<file path="src/rtl/mem_arbiter.sv">
// mem_arbiter: fetch/data arbiter onto one registered req/ready memory port with an anti-starvation guard.
// Define MEM_ARB_TIMEOUT_EN to abort BUSY transactions that see no mem_ready within TIMEOUT_CYCLES.
module mem_arbiter #(
  parameter int STARVE_LIMIT   = 4,
  parameter int TIMEOUT_CYCLES = 64
) (
  input  logic        clk,
  input  logic        reset,
  input  logic        if_req,
  input  logic [31:0] if_addr,
  output logic        if_ack,
  output logic [31:0] if_rdata,
  output logic        if_err,
  input  logic        d_req,
  input  logic [31:0] d_addr,
  input  logic        d_we,
  input  logic [31:0] d_wdata,
  input  logic [3:0]  d_wstrb,
  output logic        d_ack,
  output logic [31:0] d_rdata,
  output logic        d_err,
  output logic        mem_req,
  output logic [31:0] mem_addr,
  output logic        mem_we,
  output logic [31:0] mem_wdata,
  output logic [3:0]  mem_wstrb,
  input  logic        mem_ready,
  input  logic [31:0] mem_rdata
);
  localparam logic [1:0] IDLE   = 2'd0;
  localparam logic [1:0] BUSY_I = 2'd1;
  localparam logic [1:0] BUSY_D = 2'd2;
  localparam int SW = (STARVE_LIMIT > 0) ? $clog2(STARVE_LIMIT + 1) : 1;
  logic [1:0]    state_q, state_d;
  logic [SW-1:0] streak_q, streak_d;
  logic [31:0]   addr_q, addr_d, wdata_q, wdata_d;
  logic [3:0]    wstrb_q, wstrb_d;
  logic          we_q, we_d;
  logic          idle, sat, grant_d, grant_i, done, tmo;
`ifdef MEM_ARB_TIMEOUT_EN
  localparam int TW = $clog2(TIMEOUT_CYCLES + 1);
  logic [TW-1:0] tcnt_q, tcnt_d;
  // tcnt_q is zero in the first BUSY cycle, so the abort lands in BUSY cycle TIMEOUT_CYCLES
  always_comb begin
    tmo    = state_q != IDLE && !mem_ready && tcnt_q == TW'(TIMEOUT_CYCLES - 1);
    tcnt_d = (state_q != IDLE) ? tcnt_q + 1'b1 : '0;
  end
  always_ff @(posedge clk or negedge reset)
    if (!reset) tcnt_q <= '0;
    else        tcnt_q <= tcnt_d;
`else
  assign tmo = 1'b0;
`endif
  always_comb begin
    idle     = state_q == IDLE;
    sat      = streak_q == SW'(STARVE_LIMIT);
    grant_d  = idle && d_req && !(if_req && sat && STARVE_LIMIT != 0);
    grant_i  = idle && if_req && !grant_d;
    done     = !idle && (mem_ready || tmo);
    state_d  = done ? IDLE : grant_d ? BUSY_D : grant_i ? BUSY_I : state_q;
    streak_d = grant_i ? '0 : (grant_d && if_req && !sat) ? streak_q + 1'b1 : streak_q;
    addr_d   = grant_d ? d_addr : grant_i ? if_addr : addr_q;
    we_d     = grant_d ? d_we : grant_i ? 1'b0 : we_q;
    wdata_d  = grant_d ? d_wdata : grant_i ? 32'h0 : wdata_q;
    wstrb_d  = grant_d ? d_wstrb : grant_i ? 4'h0 : wstrb_q;
    mem_req  = !idle;
    if_ack   = state_q == BUSY_I && done;
    d_ack    = state_q == BUSY_D && done;
    if_err   = if_ack && tmo;
    d_err    = d_ack && tmo;
    if_rdata = (if_ack && !tmo) ? mem_rdata : 32'h0;
    d_rdata  = (d_ack && !tmo) ? mem_rdata : 32'h0;
  end
  always_ff @(posedge clk or negedge reset)
    if (!reset) begin
      state_q  <= IDLE;
      streak_q <= '0;
      addr_q   <= '0;
      we_q     <= 1'b0;
      wdata_q  <= '0;
      wstrb_q  <= '0;
    end else begin
      state_q  <= state_d;
      streak_q <= streak_d;
      addr_q   <= addr_d;
      we_q     <= we_d;
      wdata_q  <= wdata_d;
      wstrb_q  <= wstrb_d;
    end
  assign mem_addr  = addr_q;
  assign mem_we    = we_q;
  assign mem_wdata = wdata_q;
  assign mem_wstrb = wstrb_q;
endmodule

</file>
<file path="config.mk">
export PLATFORM = sky130hd
export DESIGN_NAME = mem_arbiter
export DESIGN_NICKNAME = d
export VERILOG_FILES = /design/src/rtl/mem_arbiter.sv
export SDC_FILE = /design/constraint.sdc
export NUM_CORES = 1
export LEC_CHECK = 0
export CAP_MARGIN = 30
export CORE_AREA = 3 3 106 108
export DETAILED_ROUTE_END_ITERATION = 6
export DIE_AREA = 0 0 109 111
export GPL_TIMING_DRIVEN = 0
export PLACE_DENSITY_LB_ADDON = 0.2
export SLEW_MARGIN = 20
export SYNTH_ARGS = -nofsm -noshare
export SYNTH_HDL_FRONTEND = slang
export SYNTH_SLANG_ARGS = --single-unit
</file>
<file path="constraint.sdc">
create_clock -name clk -period 4.9 [get_ports clk]
set_clock_uncertainty 0.2 [all_clocks]
set_input_delay 0.735 -clock clk [delete_from_list [all_inputs] [get_ports clk]]
set_output_delay 0.735 -clock clk [all_outputs]
set_load 0.05 [all_outputs]
</file>
### Word-level counts from Yosys, hierarchy flattened

Cells that the tools add are included.

| word-level totals | value |
|---|---|
| input port bits | 138 |
| flip-flop bits (word level) | 74 |
| logic and storage cells | 43 |
| output and inout port bits | 138 |

| cells by class | value |
|---|---|
| reduce and logical (&&, ||, !) cells | 18 |
| mux-type cells | 15 |
| add/sub/neg operators | 1 |
| equality and inequality tests | 3 |

Operators by type and width:

| operator | count |
|---|---|
| $mux 32 | 6 |
| $logic_and 1x1->1 | 10 |
| $mux 4 | 2 |
| $mux 2 | 3 |
| $mux 3 | 2 |
| $logic_not 1->1 | 4 |
| $reduce_bool 2->1 | 2 |
| $add 3x1->3 const B | 1 |
| $eq 3x3->1 const B | 1 |
| $reduce_bool 3->1 | 1 |
| $eq 2x1->1 const B | 1 |
| $eq 2x2->1 const B | 1 |
| $logic_not 2->1 | 1 |
| $mux 1 | 2 |

### Depth between registers and ports, before layout

| depth | value |
|---|---|
| word-level depth | 9 |
| gate-level depth with buffers | 7 |
| mapped depth without buffers | 5 |

### Worst setup path before layout

OpenSTA, ideal clock, no wires.

| timing path | value |
|---|---|
| kind | input to output |
| from | input mem_ready |
| to | output d_rdata[10] |
| path buffers | 1 |
| data required time | 3.965 ns |
| cell stages on the path | 4 |
| arrival | 2.087 ns |
| path slack | 1.878 ns |
| cells stage by stage | nand2_1 > nor2_1 > clkbuf_1 > and2_1 |

| between the ends | value |
|---|---|
| cells in the longest elaborated chain, start to end | 3 |

Ends and longest elaborated chain:

| item | RTL line | RTL |
|---|---|---|
| start: declaration | 27 | `input logic mem_ready,` |
| $logic_and 1x1->1 | 59 | `done = !idle && (mem_ready \|\| tmo);` |
| $logic_and 1x1->1 | 68 | `d_ack = state_q == BUSY_D && done;` |
| named net d_ack | 19 | `output logic d_ack,` |
| $mux 32 | 72 | `d_rdata = (d_ack && !tmo) ? mem_rdata : 32'h0;` |
| end: declaration | 20 | `output logic [31:0] d_rdata,` |

The timed path passes the listed nets, and every way through them passes these cells.

### Final worst setup path

| timing path | value |
|---|---|
| from | input mem_ready |
| to | output if_rdata[8] |

| between the ends | value |
|---|---|
| cells in the longest elaborated chain, start to end | 3 |

Ends and longest elaborated chain:

| item | RTL line | RTL |
|---|---|---|
| $logic_and 1x1->1 | 59 |  |
| $logic_and 1x1->1 | 67 | `if_ack = state_q == BUSY_I && done;` |
| $mux 32 | 71 | `if_rdata = (if_ack && !tmo) ? mem_rdata : 32'h0;` |
| end: declaration | 12 | `output logic [31:0] if_rdata,` |

Every way passes these cells.

==> impl_metrics.py <==
metrics = {
    "outcome": {
        "status": "finished clean",
    },
    "logic_synthesis": {
        "yosysTopAreaCell": "dfrtp_1",
        "synth_seq_cells": 74,
        "syn-cell-area_um2": 3530,
        "synth.most_common_cell": "dfrtp_1",
        "synth_ff_type": "dfrtp_1",
        "avgSynthCellArea_um2": 11.8,
        "synth_cell_types": 28,
        "synth-edff-count": 0,
        "synth.top_cells.by_count": "dfrtp_1 (74), and2_1 (64), a22o_1 (38)",
        "synth_warnings": 0,
        "ys_seq_area_frac": 0.525,
        "synthArstFlopShare": 1.00,
        "synthCells": 298,
        "synth_top_area_frac": 0.525,
        "synthTopCellsByArea": "dfrtp_1 (53%), and2_1 (11%), a22o_1 (9.4%)",
    },
    "critical_path": {
        "required_ns": 3.96,
        "cp.depth": 6,
        "slowest_stage": "clkdlybuf4s50_1",
        "cp_num_buf_inv": 4,
        "cp_cell_sequence": "clkdlybuf4s50_1 -> inv_1 -> nor3b_1 -> clkbuf_1 -> and2_1 -> clkdlybuf4s50_1",
        "cp.arrival_ns": 3.18,
        "cpMostUsedCell": "clkdlybuf4s50_1",
        "r2r_cells": 4,
        "endpoint_kind": "output port",
        "critPathTopFamily": "buffers and inverters",
        "critical_path_class": "input pin to output port",
        "cpPeakStageDelay_ns": 0.82,
        "reg2reg_from": "state_q[0]",
        "startpoint_type": "input pin",
        "r2r-end": "mem_addr[23]",
        "critPathMaxFanout": 10,
        "r2r_slack_ns": 2.87,
    },
    "cts": {
        "clock-root-buffer": "clkbuf_8",
        "cts_resized": 0,
        "cts_max_path_buffers": 2,
        "htreeDepth": 3,
        "cts_hold_buf": 0,
        "tritoncts": "yes",
        "path_clk_slew_ns": 0.08,
        "postCtsSetupBuffers": 0,
        "numCtsBuffers": 9,
        "cts_num_sinks": 74,
        "clk_latency_ns": 0.34,
    },
    "floorplanning": {
        "rows": 37,
        "die-area_um2": 12100,
        "dieWidth_um": 109,
        "fp.dieH_um": 111,
        "core-area_um2": 10300,
        "start_util": 0.342,
        "ios": 276,
    },
    "grt": {
        "grt_usage": 0.218,
        "grt_pass1_vias": 3876,
        "grt_first_pass_wirelength_mm": 20.5,
        "grt-ovfl-total": 0,
        "grt_max_degree": 51,
        "antenna_found_initial": 1,
    },
    "timing": {
        "worst_slack_ns": 0.786,
        "finalHoldViolCount": 0,
        "fin_crit_ns": 4.11,
        "setup_violations": 0,
        "relSlewSlack": 0.589,
        "rsz0062_at_grt": "no",
        "final_max_slew_viol_count": 0,
        "fin_crit_sh": 0.840,
        "worstMarginPinSlew_ns": 0.615,
        "fmax_mhz": 243,
        "fin_tns_setup_ns": 0,
    },
    "pwr": {
        "clockPowerShare": 0.093,
        "netSwitchingFraction": 0.507,
        "leakage_nw": 2.77,
        "power_frac_seq": 0.251,
        "p_switching_mw": 2.17,
        "internal-power_mw": 2.11,
        "p_per_area_nw_per_um2": 647,
        "ir_drop_uv": 457,
        "p_comb_frac": 0.655,
    },
    "routing": {
        "vias_per_cell": 4.94,
        "wl_mm": 13.1,
        "dr.pass1.iters": 5,
        "dr.first_iter.drc_count": 110,
        "post_drt_wl_per_cell_um": 18.2,
        "remaining_drc_errors": 0,
        "antenna_left": 0,
        "dr_total_vias": 3577,
    },
    "placement": {
        "portBuffers": 273,
        "place_hpwl_mm": 10.5,
        "post-place-ws_ns": 0.738,
        "gp_congestion": 0.836,
    },
    "finish": {
        "area.growth.synth_to_final_pct": 87.7,
        "final_util": 0.641,
        "nFillCells": 844,
        "multi_input_area_um2": 1470,
        "drive_gt1_frac": 0.0698,
        "final_nets": 724,
        "seq_area_um2": 1850,
    },
    "worst_hold_path": {
        "hold_class": "input pin to async pin",
    },
    "job": {
        "cap_violations": 0,
    },
}
[power by group through the flow]
| stage | Combinational (mW) | Sequential [mW] | Clock (mW) |
|---|---|---|---|
| 6_report | 2.81 | 1.08 | 0.399 |
| 5_1_grt | 2.94 | 1.12 | 0.437 |
| 4_1_cts | 2.84 | 1.08 | 0.416 |
| 3_5_place_dp | 2.84 | 1.07 | 0 |
| 3_3_place_gp | 2.80 | 1.07 | 0 |
| 2_1_floorplan | 0.857 | 2.02 | 0 |
[cell families (layout without fill, tap and decap cells)]
group | count (synthesis) | in the layout | synth area share
simple gates | 81 | 81 | 0.140
flops | 74 | 74 | 0.525
buf+inv | 33 | 321 | 0.0603
compound gates | 107 | 107 | 0.266
fa+ha+maj | 2 | 2 | 0.00710
other cells | 1 | 3 | 0.00106
[area by class of cell]
type,count,area share
Multi-Input combinational cell,192,0.221
Sequential cell,74,0.280
Inverter,4,0.00227
Antenna cell,1,0.000378
Timing Repair Buffer,274,0.417
Clock buffer,9,0.0187
Clock inverter,5,0.00510
Tap cell,136,0.0257
Buffer,29,0.0299
[cells in the final DEF (no fill, tap or decap), drive strengths merged, types with 2 or more instances in the layout]
cell,netlist,final
ha,2,2
a221o,32,32
a21boi,32,32
and2,64,64
nor2,2,2
inv,4,4
dfrtp,74,74
conb,1,2
a22o,38,38
nand2,7,7
clkinvlp,0,2
buf,20,22
clkinv,0,3
and3,2,2
a21o,2,2
clkbuf,9,18
clkdlybuf4s50,0,272
[state kept, by name, summed over array words and instances, names as in the netlist]
register	count
mem_addr	32
streak_q	3
mem_wdata	32
mem_wstrb	4
state_q	2
mem_we	1
[metrics by stage]
step / hold slack (ns) / total power [mW] / instance area [um2] / cells
after floorplan: 0.239 / 2.88 / 3530 / 299
after global placement: 0.282 / 3.86 / 6430 / 708
after detailed placement: 0.281 / 3.91 / 6460 / 709
after CTS: 0.0929 / 4.33 / 6620 / 723
after global routing: 0.102 / 4.50 / 6620 / 724
final: 0.0999 / 4.28 / 6620 / 724
[how the worst max path moves through the flow]
| stage | endpoint | startpoint |
|---|---|---|
| 3_5_place_dp | if_rdata[8] | mem_ready |
| 5_1_grt | if_rdata[9] | mem_ready |
| 6_report | if_rdata[8] | mem_ready |
| 3_3_place_gp | mem_wstrb[3] | reset |
| 2_1_floorplan | d_rdata[10] | mem_ready |
| 4_1_cts | if_rdata[8] | mem_ready |
[worst reg2reg max path, delay by kind of cell (launching register included)]
| family | cells | cell delay, ns |
|---|---|---|
| AOI/OAI and AO/OA | 2 | 0.48 |
| buffers and inverters | 1 | 0.41 |
| DFF | 1 | 0.43 |
| and+or+nand+nor | 1 | 0.40 |
[routing by layer]
metal  share of wire  GRT usage
met4           0.036     0.0985
met1            0.36      0.235
met3           0.089     0.0646
met2            0.52      0.384
met5               0          0
(Power assumes the default switching activity.)
